===== config.mk =====
export PLATFORM = sky130hd
export DESIGN_NAME = pipe_hazard_ctrl
export DESIGN_NICKNAME = d
export VERILOG_FILES = /design/src/rtl/geva_pipe_pkg.sv /design/src/rtl/reg_scoreboard.sv /design/src/rtl/pipe_hazard_ctrl.sv
export SDC_FILE = /design/constraint.sdc
export NUM_CORES = 1
export LEC_CHECK = 0
export ABC_CLOCK_PERIOD_IN_PS = 3150
export CAP_MARGIN = 30
export CELL_PAD_IN_SITES_DETAIL_PLACEMENT = 2
export CELL_PAD_IN_SITES_GLOBAL_PLACEMENT = 2
export CORE_ASPECT_RATIO = 1.75
export CORE_MARGIN = 1
export CORE_UTILIZATION = 28
export DETAILED_ROUTE_END_ITERATION = 16
export HOLD_SLACK_MARGIN = 0.06
export PLACE_DENSITY = 0.78
export SLEW_MARGIN = 20
export SYNTH_ARGS = -nofsm -noshare
export SYNTH_HDL_FRONTEND = slang
export SYNTH_SLANG_ARGS = --single-unit

===== constraint.sdc =====
create_clock -name clk -period 3.15 [get_ports clk]
set_input_delay 0.7875 -clock clk [delete_from_list [all_inputs] [get_ports clk]]
set_output_delay 0.7875 -clock clk [all_outputs]
set_load 0.01 [all_outputs]

===== src/rtl/geva_pipe_pkg.sv =====
// rtl/geva_pipe_pkg.sv - shared types and constants for the pipeline sequencing controller
package geva_pipe_pkg;

  localparam int unsigned REG_IDX_W = 3;
  localparam int unsigned NUM_REGS  = 1 << REG_IDX_W;

  localparam logic [4:0] NOP_OP = 5'b11110;

  typedef enum logic {
    IDLE  = 1'b0,
    MULTI = 1'b1
  } pipe_state_t;

endpackage


===== src/rtl/reg_scoreboard.sv =====
// rtl/reg_scoreboard.sv - per-register pending bits for the scalar and vector files plus RAW/WAW compare
module reg_scoreboard
  import geva_pipe_pkg::*;
(
  input  logic                 clk,
  input  logic                 reset,
  input  logic                 set_en,
  input  logic [REG_IDX_W-1:0] set_idx,
  input  logic                 set_vec,
  input  logic                 clr_en,
  input  logic [REG_IDX_W-1:0] clr_idx,
  input  logic                 clr_vec,
  input  logic                 use1,
  input  logic [REG_IDX_W-1:0] src1,
  input  logic                 use2,
  input  logic [REG_IDX_W-1:0] src2,
  input  logic                 src_vec,
  input  logic                 writes,
  input  logic [REG_IDX_W-1:0] dst,
  input  logic                 dst_vec,
  output logic                 hazard
);

  logic [NUM_REGS-1:0] sb_s;
  logic [NUM_REGS-1:0] sb_v;
  logic [NUM_REGS-1:0] set_mask;
  logic [NUM_REGS-1:0] clr_mask;
  logic [NUM_REGS-1:0] src_file;
  logic [NUM_REGS-1:0] dst_file;

  always_comb begin
    set_mask          = '0;
    clr_mask          = '0;
    set_mask[set_idx] = set_en;
    clr_mask[clr_idx] = clr_en;
  end

  // Clear first, then OR in the set so a same-cycle set/clear leaves the bit pending.
  always_ff @(negedge clk) begin
    if (reset) begin
      sb_s <= '0;
      sb_v <= '0;
    end else begin
      sb_s <= (sb_s & ~(clr_vec ? '0 : clr_mask)) | (set_vec ? '0 : set_mask);
      sb_v <= (sb_v & ~(clr_vec ? clr_mask : '0)) | (set_vec ? set_mask : '0);
    end
  end

  always_comb begin
    src_file = src_vec ? sb_v : sb_s;
    dst_file = dst_vec ? sb_v : sb_s;
    hazard   = (use1 & src_file[src1]) | (use2 & src_file[src2]) | (writes & dst_file[dst]);
  end

endmodule


===== src/rtl/pipe_hazard_ctrl.sv =====
// rtl/pipe_hazard_ctrl.sv - stage enables, bubble insertion and multi-cycle execute hold
module pipe_hazard_ctrl
  import geva_pipe_pkg::*;
#(
  parameter int unsigned VEC_LAT = 4,
  parameter logic [4:0]  NOP_OP  = geva_pipe_pkg::NOP_OP
) (
  input  logic                 clk,
  input  logic                 reset,
  input  logic                 dec_valid,
  input  logic [REG_IDX_W-1:0] dec_src1,
  input  logic [REG_IDX_W-1:0] dec_src2,
  input  logic                 dec_use1,
  input  logic                 dec_use2,
  input  logic                 dec_src_vec,
  input  logic                 dec_writes,
  input  logic [REG_IDX_W-1:0] dec_dst,
  input  logic                 dec_dst_vec,
  input  logic                 dec_multi,
  input  logic                 wb_valid,
  input  logic [REG_IDX_W-1:0] wb_dst,
  input  logic                 wb_vec,
  output logic                 en_fetch,
  output logic                 en_decode,
  output logic                 en_execute,
  output logic                 en_wb,
  output logic                 ex_nop,
  output logic                 wb_nop,
  output logic                 issue,
  output logic                 busy
);

  generate
    if (VEC_LAT < 1 || VEC_LAT > 15 || NOP_OP == 5'd0) begin : g_bad_param
      $error("pipe_hazard_ctrl: VEC_LAT must be 1..15 and NOP_OP nonzero");
    end
  endgenerate

  pipe_state_t state, state_nxt;
  logic [3:0]  cnt, cnt_nxt;
  logic        hazard;

  reg_scoreboard u_sb (
    .clk     (clk),
    .reset   (reset),
    .set_en  (issue & dec_writes),
    .set_idx (dec_dst),
    .set_vec (dec_dst_vec),
    .clr_en  (wb_valid),
    .clr_idx (wb_dst),
    .clr_vec (wb_vec),
    .use1    (dec_use1),
    .src1    (dec_src1),
    .use2    (dec_use2),
    .src2    (dec_src2),
    .src_vec (dec_src_vec),
    .writes  (dec_writes),
    .dst     (dec_dst),
    .dst_vec (dec_dst_vec),
    .hazard  (hazard)
  );

  always_ff @(negedge clk) begin
    if (reset) begin
      state <= IDLE;
      cnt   <= 4'd0;
    end else begin
      state <= state_nxt;
      cnt   <= cnt_nxt;
    end
  end

  // Defaults are the reset-time outputs: every stage frozen, both bubbles selected.
  always_comb begin
    state_nxt  = state;
    cnt_nxt    = cnt;
    en_fetch   = 1'b0;
    en_decode  = 1'b0;
    en_execute = 1'b0;
    en_wb      = 1'b0;
    ex_nop     = 1'b1;
    wb_nop     = 1'b1;
    issue      = 1'b0;
    busy       = 1'b0;
    if (!reset) begin
      unique case (state)
        IDLE: begin
          en_execute = 1'b1;
          en_wb      = 1'b1;
          wb_nop     = 1'b0;
          if (!dec_valid) begin
            en_fetch  = 1'b1;
            en_decode = 1'b1;
          end else if (!hazard) begin
            en_fetch  = 1'b1;
            en_decode = 1'b1;
            ex_nop    = 1'b0;
            issue     = 1'b1;
            if (dec_multi && VEC_LAT > 1) begin
              state_nxt = MULTI;
              cnt_nxt   = 4'(VEC_LAT - 1);
            end
          end
        end
        MULTI: begin
          en_wb   = 1'b1;
          ex_nop  = 1'b0;
          busy    = 1'b1;
          cnt_nxt = cnt - 4'd1;
          if (cnt == 4'd1) state_nxt = IDLE;
        end
        default: state_nxt = IDLE;
      endcase
    end
  end

endmodule


==> results of run 1 <==
[area by class of cell]
type / count / share of cell area (%)
clock buffer: 3 / 1.388
clock inverter: 22 / 3.659
inverter: 9 / 1.472
multi-input combinational: 130 / 45.63
sequential: 21 / 14.47
tap: 55 / 2.313
timing repair buffer: 100 / 31.08
[power groups by stage]
stage	Clock (W)	Sequential [W]	Combinational, W
detailed placement	0.0000427	0.000290	0.000241
CTS	0.000412	0.000287	0.000306
floorplan	0.0000427	0.000288	0.000113
global placement	0.0000427	0.000288	0.000225
finish	0.000437	0.000288	0.000347
global route	0.000465	0.000289	0.000360
[flip-flops by register name (all words and copies together), names as in the netlist]
signal	cells
u_sb.sb_s	8
u_sb.sb_v	8
cnt	4
state	1
[cells by family after synthesis]
group | Yosys count | share of synthesized area, %
AO/OA/AOI/OAI | 50 | 26.37
XOR/XNOR | 1 | 0.5734
adder cells (fa/ha/maj) | 2 | 1.638
buffers and inverters | 20 | 6.306
flip-flops | 21 | 27.52
multiplexers | 20 | 17.53
AND/OR/NAND/NOR | 57 | 20.07
[per-stage QoR]
step	utilization, %	hold slack, ps
5_1_grt	56.62	578.6
2_1_floorplan	-	471.7
4_1_cts	53.95	499.1
6_report	56.62	548.3
3_5_place_dp	45.17	513.7
3_3_place_gp	45.17	485.8
[worst max path at each step]
| stage | slack (ps) | to | cells after the start | from |
|---|---|---|---|---|
| finish | -1620 | ex_nop | 7 | u_sb.sb_s[4] |
| global route | -1690 | ex_nop | 9 | u_sb.sb_s[1] |
| CTS | -1570 | ex_nop | 8 | u_sb.sb_v[3] |
| detailed placement | -1640 | cnt[3] | 10 | dec_src_vec |
| global placement | -1600 | cnt[3] | 10 | dec_src_vec |
| floorplan | -920 | en_fetch | 8 | u_sb.sb_v[3] |
[cell usage after synthesis, drive strengths merged, types with 2 or more instances]
library cell and instances:
dfxtp 21, o211ai 10, mux4 5, o41ai 9, inv 9, nand3b 4, ha 2, mux2i 11
o311ai 4, nor2 5, nand2 17, a22oi 2, nand4 4, nand2b 6, a21oi 5, nor2b 3
o31a 3, clkbuf 5, mux2 4, nand4b 2, nand3 13, a31o 2, nor3 2, o31ai 8
buf 5
[placed cells by master, fill, tap and decap left out, drive strengths merged]
cell and instances:
nor3b 1, o311ai 4, nand4 4, a32o 1, xnor2 1, dfxtp 21
dlygate4sd2 4, clkdlybuf4s50 16, mux2 4, mux2i 11, a21oi 5, nor3 2
o211ai 10, bufinv 1, o31ai 8, a311oi 1, a2bb2oi 1, nand3b 4
inv 30, clkdlybuf4s15 1, ha 2, clkbuf 4, o311a 1, buf 78
o21ai 1, nor2 5, o22ai 1, nand4b 2, nand3 13, nor2b 3
a31oi 1, nand2b 6, o31a 3, a31o 2, o41ai 9, a22oi 2
nand2 17, mux4 5
[layer usage]
| metal | share of wire, % | wire length, microns | up-vias |
|---|---|---|---|
| met2 | 54 | 5497 | 78 |
| met1 | 39 | 3923 | 1024 |
| met5 | 0 | 0 | - |
| met4 | 3.5 | 352 | 0 |
| li1 | - | - | 905 |
| met3 | 3.6 | 361 | 27 |
[what timing repair did]
action | 4_1_cts | 5_1_grt
setup buffers | 6 | 5
resized for setup | 89 | 26
pin swaps | 11 | 6
gates cloned | 2 | 0
setup endpoints to repair | 28 | 28
==> reports/metrics.csv, run 1 <==
stage,metric,value,unit
run_status,status,finished with violations,
run_status,violations,"DRC, setup timing",
place,place_hpwl,5773,microns
drt,ant_nets,0,
pwr,switching_share,39.51,%
critical_path,crit_buf_inv,2,
critical_path,worstReg2RegStart,u_sb.sb_s[4],
final_layout,design_area,0.002975,sq mm
drt,num_vias,2034,
pwr,irDropWorstVdd,0.0002521,V
place,numPortBuffers,30,
logic_synthesis,synth_top_area_cell,dfxtp_1,
drt,drt-vias-per-instance,5.982,
timing,relSlewSlack,54.37,%
place,placed_area,0.002374,sq mm
drt,wl_per_cell,29.81,microns
global_route,use_met1,38.57,%
critical_path,start_kind,flip-flop,
cts,cts_buffer_depth,2,
floorplanning,io_pins,31,
pwr,p_seq_share,26.9,%
critical_path,criticalPathCategory,reg2out,
critical_path,crit_path_max_incr_delay,520,ps
place,gp_congestion,0.8538,
global_route,use_met2,62.60,%
global_route,grt_busiest_layer,met2,
timing,finalSetupTns,-27890,ps
pwr,power_frac_clock,40.7,%
cts,cts_tree,done,
timing,tightest_slew,675.8,ps
floorplanning,initial_core_util,29.07,%
timing,clock_skew,65.16,ps
cts,hold_buffers,0,
worst_hold_path,hold_start,cnt[1],
critical_path,cp_top_family,multiplexers,
pwr,power.switching,0.0004239,W
logic_synthesis,ys_types,42,
logic_synthesis,synthTopCellsByArea,"dfxtp_1 28%, mux4_2 7.4%, mux2i_1 7.2%",
pwr,p_per_area,360.6,mW/mm^2
pwr,p_leak,1.415,nW
drt,drt_iter0_markers,64,
floorplanning,coreArea,0.005255,sq mm
drt,drcViolationCount,2,
cts,cts_sinks,21,
worst_hold_path,hp-class,reg2reg,
critical_path,regToRegEndpoint,u_sb.sb_v[5],
logic_synthesis,netlist.area_leader.share,27.52,%
global_route,first_global_vias,2313,
floorplanning,die_w,57.84,microns
flow_run,max_cap_violations,0,
final_layout,syn_to_final_growth,94.76,%
floorplanning,row_count,35,
timing,setup_viol,28,
logic_synthesis,synthArstFlopShare,0,%
logic_synthesis,yosysWarningCount,0,
cts,htreeDepth,1,
global_route,grt_pass1_wl,14140,microns
final_layout,drive_gt1_share,47.37,%
logic_synthesis,synth-edff-count,0,
pwr,comb_power_share,32.4,%
global_route,grt_max_degree,13,
logic_synthesis,avgSynthCellArea,8.934,sq um
pwr,internal_power,0.0006490,W
timing,rsz0062_at_grt,yes,
logic_synthesis,yosys_register_bits,21,
worst_hold_path,whs_path_depth,1,
global_route,grt_util_met3,4.421,%
final_layout,stdcell_count,340,
timing,drv_slew,0,
logic_synthesis,netlist_instances,171,
critical_path,arrival,3980,ps
worst_hold_path,worstHoldEndpoint,cnt[1],
critical_path,cp_max_fo,4,
final_layout,fillers,518,
global_route,antenna_found_initial,0,
logic_synthesis,ys_seq_area_share,27.52,%
cts,clk_pin_slew_worst_paths,80,ps
critical_path,critical_path.cell_chain,mux4_2 > mux2i_1 > nand2_1 > a31o_4 > buf_12 > o31a_1 > buf_2,
global_route,grtUsageTotal,33.81,%
floorplanning,die_area,0.005767,sq mm
critical_path,crit_required,2360,ps
final_layout,multiInputGateArea,0.001358,sq mm
timing,worst_slack,-1616,ps
global_route,overflow,0,
final_layout,nets,311,
cts,clk_latency,400,ps
place,dp_worst_setup_slack,-1639,ps
cts,root_buffer,clkbuf_8,
cts,cts_made_buffers,3,
final_layout,seqCellArea,430.4,sq um
critical_path,crit_slowest_cell,mux4_2,
pwr,finalPower,0.001073,W
critical_path,critPathCaptureType,output pin,
logic_synthesis,synth_nets,196,
logic_synthesis,synthFlopType,dfxtp_1,
place,placedCellCount,303,
logic_synthesis,netlist_area,0.001528,sq mm
drt,drt-pass1-iter-count,11,
critical_path,r2r_cells,9,
drt,wirelength,10130,microns
critical_path,rrSetupSlack,770,ps
floorplanning,fp.dieH,99.72,microns
final_layout,n_antenna_cell,0,
timing,hold_violations,0,
(Power assumes the default switching activity.)
==> run 2, diff against run 1 <==
- CORE_MARGIN: 1 -> 4
- TNS_END_PERCENT: default -> 20
==> reports/metrics.csv, run 2 (synthesized netlist as in run 1, its figures left out) <==
stage,metric,value,unit,change
run_status,status,finished with violations,,unchanged
run_status,violations,setup timing,,"was DRC, setup timing"
timing,clock_skew,38.23,ps,was 65.16 ps
drt,ant_nets,0,,unchanged
final_layout,layout_common_cells,"49 x buf_4, 28 x inv_1, 18 x dfxtp_1",,"was 56 x buf_4, 27 x inv_1, 16 x clkdlybuf4s50_1"
worst_hold_path,worstHoldEndpoint,cnt[1],,unchanged
floorplanning,die_w,63.84,microns,was 57.84 microns
place,gp_congestion,0.8562,,was 0.8538
critical_path,rrSetupSlack,1000,ps,was 770 ps
timing,drv_slew,0,,unchanged
final_layout,layout_commonest_cell,buf_4,,unchanged
cts,clk_pin_slew_worst_paths,50,ps,was 80 ps
global_route,antenna_found_initial,0,,unchanged
global_route,grtUsageTotal,28.20,%,was 33.81%
critical_path,crit_slowest_cell,dfxtp_1,,was mux4_2
final_layout,syn_to_final_growth,77.40,%,was 94.76%
critical_path,start_kind,flip-flop,,unchanged
critical_path,cp_max_fo,6,,was 4
drt,drt-vias-per-instance,5.858,,was 5.982
drt,drcViolationCount,0,,was 2
cts,cts_tree,done,,unchanged
worst_hold_path,hold_start,cnt[1],,unchanged
place,placedCellCount,312,,was 303
critical_path,cp_top_family,compound AO/OA/AOI/OAI gates,,was multiplexers
critical_path,critPathCaptureType,output pin,,unchanged
critical_path,r2r_cells,9,,unchanged
final_layout,nets,296,,was 311
cts,cts_sinks,21,,unchanged
critical_path,worstReg2RegStart,u_sb.sb_v[6],,was u_sb.sb_s[4]
timing,setup_viol,28,,unchanged
critical_path,crit_required,2360,ps,about the same
cts,htreeDepth,1,,unchanged
critical_path,crit_path_max_incr_delay,330,ps,was 520 ps
timing,finalSetupTns,-24200,ps,was -27890 ps
pwr,irDropWorstVdd,0.0001780,V,was 0.0002521 V
critical_path,criticalPathCategory,reg2out,,unchanged
floorplanning,row_count,35,,unchanged
timing,hold_violations,0,,unchanged
drt,num_vias,2015,,was 2034
floorplanning,fp.dieH,105.7,microns,was 99.72 microns
drt,drt_iter0_markers,101,,was 64
timing,relSlewSlack,55.55,%,was 54.37%
cts,root_buffer,clkbuf_8,,unchanged
final_layout,stdcell_count,344,,was 340
cts,clk_latency,400,ps,about the same
timing,tightest_slew,658.4,ps,was 675.8 ps
cts,cts_buffer_depth,2,,unchanged
timing,worst_slack,-1571,ps,was -1616 ps
drt,wl_per_cell,28.03,microns,was 29.81 microns
final_layout,top_regs,"u_sb.sb_s (8), u_sb.sb_v (8), cnt (4)",,unchanged
final_layout,design_area,0.002710,sq mm,was 0.002975 sq mm
critical_path,arrival,3930,ps,was 3980 ps
global_route,grt_pass1_wl,13920,microns,was 14140 microns
floorplanning,die_area,0.006748,sq mm,was 0.005767 sq mm
worst_hold_path,whs_path_depth,1,,unchanged
drt,drt-pass1-iter-count,4,,was 11
floorplanning,io_pins,31,,unchanged
timing,rsz0062_at_grt,yes,,unchanged
place,numPortBuffers,30,,unchanged
critical_path,crit_buf_inv,3,,was 2
pwr,p_per_area,346.7,mW/mm^2,was 360.6 mW/mm^2
floorplanning,coreArea,0.005299,sq mm,was 0.005255 sq mm
worst_hold_path,hp-class,reg2reg,,unchanged
global_route,first_global_vias,2380,,was 2313
global_route,grt_max_degree,24,,was 13
cts,cts_made_buffers,3,,unchanged
flow_run,max_cap_violations,0,,unchanged
critical_path,critical_path.cell_chain,buf_4 > mux2_2 > a2bb2oi_1 > nand3_1 > nand4_1 > a31o_1 > buf_12 > o31a_1 > buf_2,,was mux4_2 > mux2i_1 > nand2_1 > a31o_4 > buf_12 > o31a_1 > buf_2
pwr,p_leak,1.275,nW,was 1.415 nW
drt,wirelength,9641,microns,was 10130 microns
place,place_hpwl,5818,microns,was 5773 microns
final_layout,n_antenna_cell,0,,unchanged
floorplanning,initial_core_util,28.83,%,was 29.07%
global_route,overflow,0,,unchanged
place,placed_area,0.002260,sq mm,was 0.002374 sq mm
final_layout,drive_gt1_share,42.22,%,was 47.37%
critical_path,regToRegEndpoint,u_sb.sb_s[4],,was u_sb.sb_v[5]
-- run 2: layout make-up --
cell class	instances	area, sq um
Tap cell	74	92.59
Clock buffer	3	41.29
Timing Repair Buffer	85	744.5
Fill cell	566	2589
Inverter	9	38.79
Sequential cell	21	424.2
Multi-Input combinational cell	130	1286
Clock inverter	22	82.58
-- run 2: worst max path at each step --
stage	slack (ps)	cells past startpoint	end	startpoint
floorplan	-920	8	en_fetch	u_sb.sb_v[3]
global placement	-1500	9	u_sb.sb_v[5]	dec_src_vec
detailed placement	-1650	9	u_sb.sb_s[1]	dec_src_vec
CTS	-1540	8	ex_nop	u_sb.sb_v[3]
global route	-1670	9	ex_nop	u_sb.sb_v[6]
finish	-1570	9	ex_nop	u_sb.sb_v[6]
-- run 2: per-layer routing --
layer  share of wire (%)  GRT usage [%]
met4                 4.8          19.94
met2                  56          53.00
met1                  35          26.48
met5                   0              0
met3                 4.1          4.584
-- run 2: timing repair --
action                                  4_1_cts  5_1_grt
endpoints found under the setup margin       28       28
hold buffers                                  0        0
buffers inserted                              5        3
gates cloned                                  1        0
hold endpoints to repair                      0        0
pin swaps                                    13        4
gates resized for setup                      68       33
-- run 2: power breakdown --
part / internal, W / total, W / switching, W / leakage (nW)
logic: 0.000133 / 0.000295 / 0.000162 / 0.964
clock network: 0.000124 / 0.000358 / 0.000234 / 0.139
registers: 0.000275 / 0.000286 / 0.0000109 / 0.171
-- run 2: per-stage QoR --
stage          setup slack, ps  total power, W  hold WS [ps]  util (%)
3_5_place_dp             -1648       0.0005595         503.4     42.64
3_3_place_gp             -1502       0.0005439         486.4     42.64
5_1_grt                  -1668       0.0009915         585.4     51.15
2_1_floorplan           -921.6       0.0004379         471.7         -
6_report                 -1571       0.0009395         559.9     51.15
4_1_cts                  -1539       0.0008876         513.3     48.64
==> run 3, diff against run 2 <==
- CELL_PAD_IN_SITES_DETAIL_PLACEMENT: 2 -> default
- CELL_PAD_IN_SITES_GLOBAL_PLACEMENT: 2 -> default
- CORE_UTILIZATION: 28 -> 46
- GPL_TIMING_DRIVEN: default -> 0
==> reports/metrics.csv, run 3 (synthesized netlist as in run 1, its figures left out) <==
stage,metric,value,unit,change
pwr,p_per_area,356.3,mW/mm^2,was 346.7 mW/mm^2
final_layout,nets,259,,was 296
cts,clk_latency,360,ps,was 400 ps
critical_path,cp_top_family,compound AO/OA/AOI/OAI gates,,unchanged
place,place_hpwl,3670,microns,was 5818 microns
final_layout,layout_commonest_cell,inv_1,,was buf_4
worst_hold_path,hp-class,reg2reg,,unchanged
drt,wirelength,5296,microns,was 9641 microns
critical_path,criticalPathCategory,reg2out,,unchanged
floorplanning,initial_core_util,48.11,%,was 28.83%
final_layout,drive_gt1_share,31.76,%,was 42.22%
place,placedCellCount,241,,was 312
global_route,first_global_vias,1819,,was 2380
global_route,antenna_found_initial,0,,unchanged
final_layout,fillers,248,,was 566
critical_path,critPathCaptureType,output pin,,unchanged
drt,drt_iter0_markers,98,,was 101
critical_path,critical_path.cell_chain,mux4_2 > nand2b_4 > nand4b_1 > nand4_1 > a31o_1 > buf_6 > o31a_1 > buf_2,,was buf_4 > mux2_2 > a2bb2oi_1 > nand3_1 > nand4_1 > a31o_1 > buf_12 > o31a_1 > buf_2
timing,worst_slack,-1468,ps,was -1571 ps
pwr,irDropWorstVdd,0.0002633,V,was 0.0001780 V
cts,root_buffer,clkbuf_8,,unchanged
critical_path,cp_max_fo,3,,was 6
global_route,grt_pass1_wl,8238,microns,was 13920 microns
flow_run,max_cap_violations,0,,unchanged
place,dp_worst_setup_slack,-1709,ps,was -1648 ps
timing,hold_violations,0,,unchanged
cts,cts_tree,done,,unchanged
final_layout,seqCellArea,430.4,sq um,was 424.2 sq um
drt,drt-pass1-iter-count,5,,was 4
timing,clock_skew,32.79,ps,was 38.23 ps
critical_path,crit_path_max_incr_delay,470,ps,was 330 ps
final_layout,layout_common_cells,"27 x inv_1, 15 x nand2_1, 15 x dfxtp_1",,"was 49 x buf_4, 28 x inv_1, 18 x dfxtp_1"
drt,num_vias,1797,,was 2015
place,numPortBuffers,27,,was 30
pwr,p_leak,0.9742,nW,was 1.275 nW
final_layout,syn_to_final_growth,47.09,%,was 77.40%
floorplanning,row_count,27,,was 35
floorplanning,die_area,0.004344,sq mm,was 0.006748 sq mm
cts,cts_sinks,21,,unchanged
cts,cts_made_buffers,3,,unchanged
cts,htreeDepth,1,,unchanged
final_layout,finalCoreUtilization,70.76,%,was 51.15%
floorplanning,io_pins,31,,unchanged
drt,drcViolationCount,0,,unchanged
place,gp_congestion,0.8561,,was 0.8562
run_status,violations,setup timing,,unchanged
floorplanning,coreArea,0.003176,sq mm,was 0.005299 sq mm
final_layout,top_regs,"u_sb.sb_s (8), u_sb.sb_v (8), cnt (4)",,unchanged
critical_path,crit_buf_inv,2,,was 3
floorplanning,die_w,51.57,microns,was 63.84 microns
final_layout,multiInputGateArea,0.001170,sq mm,was 0.001286 sq mm
timing,rsz0062_at_grt,yes,,unchanged
drt,ant_nets,0,,unchanged
global_route,grt_max_degree,12,,was 24
floorplanning,fp.dieH,84.24,microns,was 105.7 microns
cts,clk_pin_slew_worst_paths,60,ps,was 50 ps
drt,drt-vias-per-instance,6.511,,was 5.858
critical_path,crit_slowest_cell,mux4_2,,was dfxtp_1
timing,tightest_slew,722.0,ps,was 658.4 ps
timing,setup_viol,28,,unchanged
final_layout,stdcell_count,276,,was 344
drt,wl_per_cell,19.19,microns,was 28.03 microns
timing,drv_slew,0,,unchanged
critical_path,arrival,3830,ps,was 3930 ps
global_route,overflow,0,,unchanged
cts,cts_buffer_depth,2,,unchanged
global_route,grtUsageTotal,24.81,%,was 28.20%
run_status,status,finished with violations,,unchanged
pwr,finalPower,0.0008006,W,was 0.0009395 W
critical_path,start_kind,flip-flop,,unchanged
final_layout,n_antenna_cell,0,,unchanged
critical_path,crit_required,2360,ps,about the same
timing,relSlewSlack,51.76,%,was 55.55%
[run 3: routing by layer]
metal / routed length [microns] / global-route usage, % / vias up
met1: 1763 / 24.03 / 866
met2: 2852 / 42.58 / 109
met3: 367 / 7.638 / 27
met5: 0 / 0 / -
li1: - / - / 795
met4: 313 / 17.66 / 0
[run 3: per-stage QoR]
| step | setup TNS [ps] | area [sq um] | hold WS (ps) |
|---|---|---|---|
| 6_report | -23310 | 2247 | 503.8 |
| 5_1_grt | -25410 | 2247 | 531.8 |
| 4_1_cts | -24400 | 2141 | 506.1 |
| 3_5_place_dp | -41340 | 1903 | 498.8 |
| 3_3_place_gp | -40770 | 1903 | 486.1 |
| 2_1_floorplan | -20030 | 1579 | 471.7 |
[run 3: timing repair]
action                                  4_1_cts  5_1_grt
gates resized for setup                      57       27
setup buffers                                10        1
hold buffers                                  0        0
pin swaps                                    11        6
endpoints found under the setup margin       29       29
[run 3: worst paths after layout]
path | start | endpoint | slack (ps) | cells past startpoint
worst min register to register | cnt[1] | cnt[1] | 500 | 1
worst max register to register | u_sb.sb_s[2] | u_sb.sb_v[0] | 910 | 9
worst max-delay path | u_sb.sb_s[2] | ex_nop | -1470 | 8
worst min-delay path | cnt[1] | cnt[1] | 500 | 1
[run 3: layout make-up]
class	instances	share of cell area, %
Buffer	10	3.508
Clock buffer	3	1.837
Clock inverter	22	3.675
Inverter	9	1.782
Multi-Input combinational cell	130	52.06
Sequential cell	21	19.15
Tap cell	43	2.394
Timing Repair Buffer	38	15.59
[run 3: where the power goes]
part	internal, W	total [W]	switching, W
clock	0.000122	0.000291	0.000169
combinational	0.000103	0.000221	0.000118
sequential	0.000276	0.000288	0.0000118
